File: src/rtl/nibble_add8_pkg.sv
// Shared types and widths for the nibble-serial 8-bit add scheduler.
// Optional subtract support is enabled by NIBBLE_ADD8_SUB_EN.
package nibble_add8_pkg;

  localparam int unsigned NIBBLE_W = 4;
  localparam int unsigned OPND_W   = 8;

  typedef enum logic [1:0] {
    IDLE = 2'd0,
    LO   = 2'd1,
    HI   = 2'd2,
    RESP = 2'd3
  } state_e;

  typedef struct packed {
    logic [OPND_W-1:0] a;
    logic [OPND_W-1:0] b;
    logic              sub;
  } req_t;

  // Subtraction is a + ~b + 1; the +1 enters as the low-nibble carry-in.
  function automatic logic [OPND_W-1:0] slice_b(input req_t r);
    return r.sub ? ~r.b : r.b;
  endfunction

endpackage

File: src/rtl/nibble_add_slice.sv
// 4-bit adder slice with a registered carry chaining successive nibbles.
module nibble_add_slice
  import nibble_add8_pkg::*;
(
  input  logic                clk,
  input  logic                reset,
  input  logic                clr,
  input  logic                en,
  input  logic [NIBBLE_W-1:0] x,
  input  logic [NIBBLE_W-1:0] y,
  input  logic                cin_force,
  output logic [NIBBLE_W-1:0] sum,
  output logic                cout_next
);

  logic carry_q;
  logic cin;

  assign cin = cin_force | carry_q;
  assign {cout_next, sum} = (NIBBLE_W + 1)'(x) + (NIBBLE_W + 1)'(y) + (NIBBLE_W + 1)'(cin);

  // clr wins over en so a nibble sequence can consume and drop the carry together.
  always_ff @(posedge clk) begin
    if (reset || clr) begin
      carry_q <= 1'b0;
    end else if (en) begin
      carry_q <= cout_next;
    end
  end

endmodule

File: src/rtl/nibble_add8_sched.sv
// Round-robin two-requester scheduler sequencing 8-bit adds through one nibble slice.
// Define NIBBLE_ADD8_SUB_EN to add per-requester subtract controls.
module nibble_add8_sched
  import nibble_add8_pkg::*;
(
  input  logic              clk,
  input  logic              reset,
  input  logic              req0_val,
  output logic              req0_rdy,
  input  logic [OPND_W-1:0] req0_a,
  input  logic [OPND_W-1:0] req0_b,
`ifdef NIBBLE_ADD8_SUB_EN
  input  logic              req0_sub,
`endif
  input  logic              req1_val,
  output logic              req1_rdy,
  input  logic [OPND_W-1:0] req1_a,
  input  logic [OPND_W-1:0] req1_b,
`ifdef NIBBLE_ADD8_SUB_EN
  input  logic              req1_sub,
`endif
  output logic              resp_val,
  input  logic              resp_rdy,
  output logic [OPND_W-1:0] resp_sum,
  output logic              resp_cout,
  output logic              resp_id
);

  state_e            state_q;
  logic              prio_q;
  req_t              opnd_q;
  logic              id_q;
  logic [OPND_W-1:0] sum_q;
  logic              cout_q;
  logic              resp_val_q;

  req_t              req0_d;
  req_t              req1_d;
  logic              grant0;
  logic              grant1;
  logic              grant_any;

  logic [OPND_W-1:0] b_eff;
  logic [NIBBLE_W-1:0] slc_x;
  logic [NIBBLE_W-1:0] slc_y;
  logic [NIBBLE_W-1:0] slc_sum;
  logic              slc_cout;
  logic              slc_clr;
  logic              slc_en;
  logic              slc_cin_force;

  always_comb begin
    req0_d.a   = req0_a;
    req0_d.b   = req0_b;
    req1_d.a   = req1_a;
    req1_d.b   = req1_b;
`ifdef NIBBLE_ADD8_SUB_EN
    req0_d.sub = req0_sub;
    req1_d.sub = req1_sub;
`else
    req0_d.sub = 1'b0;
    req1_d.sub = 1'b0;
`endif
  end

  // Lone requester wins; on contention prio decides. Held off during reset so no grant is lost.
  always_comb begin
    grant0 = 1'b0;
    grant1 = 1'b0;
    if ((state_q == IDLE) && !reset) begin
      grant0 = req0_val && (!req1_val || !prio_q);
      grant1 = req1_val && (!req0_val ||  prio_q);
    end
    grant_any = grant0 | grant1;
  end

  assign req0_rdy = grant0;
  assign req1_rdy = grant1;

  always_comb begin
    b_eff         = slice_b(opnd_q);
    slc_x         = opnd_q.a[NIBBLE_W-1:0];
    slc_y         = b_eff[NIBBLE_W-1:0];
    slc_en        = 1'b0;
    slc_clr       = 1'b0;
    slc_cin_force = 1'b0;
    case (state_q)
      IDLE: slc_clr = grant_any;
      LO: begin
        slc_en        = 1'b1;
        slc_cin_force = opnd_q.sub;
      end
      HI: begin
        slc_x   = opnd_q.a[OPND_W-1:NIBBLE_W];
        slc_y   = b_eff[OPND_W-1:NIBBLE_W];
        slc_clr = 1'b1;
      end
      default: ;
    endcase
  end

  nibble_add_slice u_slice (
    .clk       (clk),
    .reset     (reset),
    .clr       (slc_clr),
    .en        (slc_en),
    .x         (slc_x),
    .y         (slc_y),
    .cin_force (slc_cin_force),
    .sum       (slc_sum),
    .cout_next (slc_cout)
  );

  always_ff @(posedge clk) begin
    if (reset) begin
      state_q    <= IDLE;
      prio_q     <= 1'b0;
      opnd_q     <= '0;
      id_q       <= 1'b0;
      sum_q      <= '0;
      cout_q     <= 1'b0;
      resp_val_q <= 1'b0;
    end else begin
      case (state_q)
        IDLE: begin
          if (grant_any) begin
            opnd_q  <= grant1 ? req1_d : req0_d;
            id_q    <= grant1;
            prio_q  <= ~grant1;
            state_q <= LO;
          end
        end
        LO: begin
          sum_q[NIBBLE_W-1:0] <= slc_sum;
          state_q             <= HI;
        end
        HI: begin
          sum_q[OPND_W-1:NIBBLE_W] <= slc_sum;
          cout_q                   <= slc_cout;
          resp_val_q               <= 1'b1;
          state_q                  <= RESP;
        end
        RESP: begin
          if (resp_rdy) begin
            resp_val_q <= 1'b0;
            state_q    <= IDLE;
          end
        end
        default: state_q <= IDLE;
      endcase
    end
  end

  assign resp_val  = resp_val_q;
  assign resp_sum  = sum_q;
  assign resp_cout = cout_q;
  assign resp_id   = id_q;

endmodule
File: config.mk
export PLATFORM = sky130hd
export DESIGN_NAME = nibble_add8_sched
export DESIGN_NICKNAME = d
export VERILOG_FILES = /design/src/rtl/nibble_add8_pkg.sv /design/src/rtl/nibble_add_slice.sv /design/src/rtl/nibble_add8_sched.sv
export SDC_FILE = /design/constraint.sdc
export NUM_CORES = 1
export LEC_CHECK = 0
export ABC_AREA = 1
export CAP_MARGIN = 15
export CORE_MARGIN = 2
export CORE_UTILIZATION = 50
export CTS_BUF_LIST = sky130_fd_sc_hd__clkbuf_8
export CTS_CLUSTER_DIAMETER = 60
export DETAILED_ROUTE_END_ITERATION = 10
export PLACE_DENSITY = 0.82
export SLEW_MARGIN = 5
export SYNTH_ARGS = -nofsm -noshare
export SYNTH_HDL_FRONTEND = slang
export SYNTH_SLANG_ARGS = --single-unit
File: constraint.sdc
create_clock -name clk -period 2.5 [get_ports clk]
set_input_delay 0.625 -clock clk [delete_from_list [all_inputs] [get_ports clk]]
set_output_delay 0.625 -clock clk [all_outputs]
set_load 0.01 [all_outputs]
==> results by group <==
Logic synthesis
  • Synth area leader: dfxtp_1
  • Syn avg cell area: 6.850 um^2
  • Post-Synthesis Cell Area: 1904 um^2
  • Syn_nets: 325
  • Cells after synthesis: 278
  • Yosys cell types: 27
  • #FFs+latches synth: 31
  • Synth area leaders: dfxtp_1 33%, nand2_1 15%, inv_1 11%
  • Top-area cell type share of the netlist area: 32.59%
  • Post-synthesis sequential area ratio: 32.59%
  • Yosys warns: 0

Global route
  • Initial antenna violation count: 0
  • Grt ovf: 0
  • First-pass GRT wire length: 7438 um
  • Tot GR Track Use: 22.50%
  • Largest net degree at the start of global routing: 24
  • Vias in the first global route: 1,783

Final layout
  • Most common cell after layout, fill and taps aside: nand2_1
  • Final cell count without fillers: 380
  • Final layout net count: 380
  • Commonest cells after routing, fill and taps aside: 78 x nand2_1, 55 x inv_1, 47 x clkdlybuf4s50_1
  • Ant. Diodes: 0
  • Layout cells sized above 1: 9.639%
  • Fin area: 2541 um^2
  • Layout area overhead: 33.44%
  • Core Util, Final: 69.41%

Floorplanning
  • Cell Rows: 22
  • Core area: 3661 um^2
  • Die H: 65.72 um
  • Starting Density: 52.02%
  • Num ports: 50
  • Die X: 65.72 um
  • Die footprint: 4318 um^2

Timing
  • Fin. max-slew vios: 0
  • Layout Skew: 0.006501 ns
  • Period minus WS final: 2.386 ns
  • Highest clock rate: 0.4191 GHz
  • Final period util: 95.44%
  • Slew margin rel.: 74.23%
  • Final setup fails: 0
  • RSZ-0062 raised after global routing: no
  • Final hold viol count: 0
  • Actual slew at the worst max-slew pin: 0.3865 ns

Routing
  • Residual DRC: 0
  • Total wire length: 4225 um
  • DR vias/cell: 4.792
  • Drt initial violations: 60
  • First drt pass iteration count: 4
  • WL per Instance: 11.12 um
  • Antenna Nets Post-Route: 0
  • Vias: 1,821

Worst setup path
  • Req. time, crit path: 1.88 ns
  • Crit path DAT: 1.76 ns
  • Setup crit start kind: input port
  • Crit-path max FO: 3
  • Critical setup path kind: input port to output pin
  • Worst setup EP type: output pin

Pwr
  • Clock power share: 16.7%
  • Seq pwr share: 34.7%
  • Total power: 2077 uW
  • Leakage: 0.001319 uW
  • Logic pwr share: 48.6%
  • VDD IR max: 0.0003536 V
  • Switching share of power: 39.57%
  • Switching pwr: 822.1 uW
  • Cell internal pwr: 1255 uW
  • Power per Cell Area: 817.5 nW/um^2

CTS
  • CTS Buf Count: 5
  • Clock transition at the registers of the reported paths: 0.06 ns
  • Clk Latency, worst-skew pair: 0.28 ns
  • CTS Root Cell: clkbuf_8
  • CTS max path bufs: 2
  • Sink Count: 31
  • Htree depth: 2
  • TritonCTS clock tree: yes

Placed design
  • Final GP Congestion: 0.7924
  • Cells after DPL: 374
  • Post-DP Area: 2467 um^2
  • Post-detail-place hpwl: 3220 um
  • Buffers added on ports: 49

Run
  • Maxcap violations: 0

Min path
  • Hold Path Class: register to register

Outcome
  • Status: finished clean
==> worst paths after layout <==
kind	from	endpoint	slack [ns]	depth (start not counted)
max	reset	req0_rdy	0.11	6
min	resp_cout$_SDFFE_PP0P_	resp_cout$_SDFFE_PP0P_	0.45	2
max reg2reg	state_q[0]$_SDFFE_PP0P_	resp_sum[2]$_SDFFE_PP0N_	0.23	10
min reg2reg	resp_cout$_SDFFE_PP0P_	resp_cout$_SDFFE_PP0P_	0.45	2
==> logic make-up (layout without fill, tap and decap cells) <==
family | Yosys count | in the layout | share of synthesized area, %
AO/OA/AOI/OAI | 35 | 35 | 11.37
flip-flops | 31 | 31 | 32.59
AND/OR/NAND/NOR | 132 | 132 | 33.18
buffers and inverters | 69 | 123 | 15.05
XOR/XNOR | 1 | 1 | 0.4600
adder cells (fa/ha/maj) | 10 | 10 | 7.359
==> timing repair <==
| action | CTS | global route |
|---|---|---|
| gates resized for setup | 3 | 3 |
| setup endpoints to repair | 2 | 2 |
| hold buffers | 0 | 0 |
| buffers inserted | 0 | 0 |
==> area by class of cell <==
class | count | area [um^2]
Clock buffer | 5 | 68.82
Inverter | 57 | 216.5
Timing Repair Buffer | 60 | 570.5
Sequential cell | 31 | 620.6
Fill cell | 320 | 1120
Clock inverter | 1 | 3.754
Tap cell | 48 | 60.06
Multi-Input combinational cell | 178 | 1001
==> worst max-delay path, stage by stage <==
cell and delay [ns]:
clkdlybuf4s50_1 0.40, buf_4 0.17, inv_4 0.07, nand3_4 0.06, a21oi_2 0.15, dlygate4sd2_1 0.28
==> registers in the layout, indices dropped and copies added, names as in the netlist <==
signal and count:
resp_val 1, state_q 2, opnd_q 16, resp_cout 1, resp_id 1, prio_q 1
resp_sum 8, u_slice.carry_q 1
==> synthesized netlist by cell type <==
cell and n:
nand2_1 78, inv_1 54, dfxtp_1 31, nand3_1 22, nand4_1 17, o21ai_0 17
a21oi_1 8, ha_1 8, nor2_1 8, buf_2 5, clkbuf_1 4, o21bai_1 4
o21bai_2 4, buf_6 2, fa_1 2, inv_2 2, nand3_4 2, buf_4 1
inv_4 1, nand2_2 1, nand2_4 1, nand3_2 1, nor2_8 1, nor3_2 1
o211ai_1 1, o21ai_2 1, xor2_1 1
==> layer usage <==
layer | share of wire [%] | up-vias | track usage (%)
met1 | 46 | 788 | 26.79
met5 | 0 | - | 0
met2 | 49 | 49 | 39.90
met4 | 1.3 | 0 | 8.594
met3 | 4.3 | 6 | 3.938
li1 | - | 978 | -
==> per-stage QoR <==
| stage | TNS (ns) | hold slack (ns) | worst slack (ns) |
|---|---|---|---|
| 2_1_floorplan | 0 | 0.4656 | 0.1757 |
| 3_3_place_gp | -0.2954 | 0.4387 | -0.2076 |
| 3_5_place_dp | -0.3210 | 0.4455 | -0.2311 |
| 4_1_cts | 0 | 0.4560 | 0.1087 |
| 5_1_grt | 0 | 0.4750 | 0.02996 |
| 6_report | 0 | 0.4545 | 0.1141 |
==> power groups by stage <==
stage,Clock [uW],Combinational [uW],Sequential (uW)
6_report,348,1010,721
5_1_grt,368,1150,737
4_1_cts,354,1010,721
3_5_place_dp,0,1010,729
3_3_place_gp,0,987,725
2_1_floorplan,0,675,740
(Power assumes the default switching activity.)
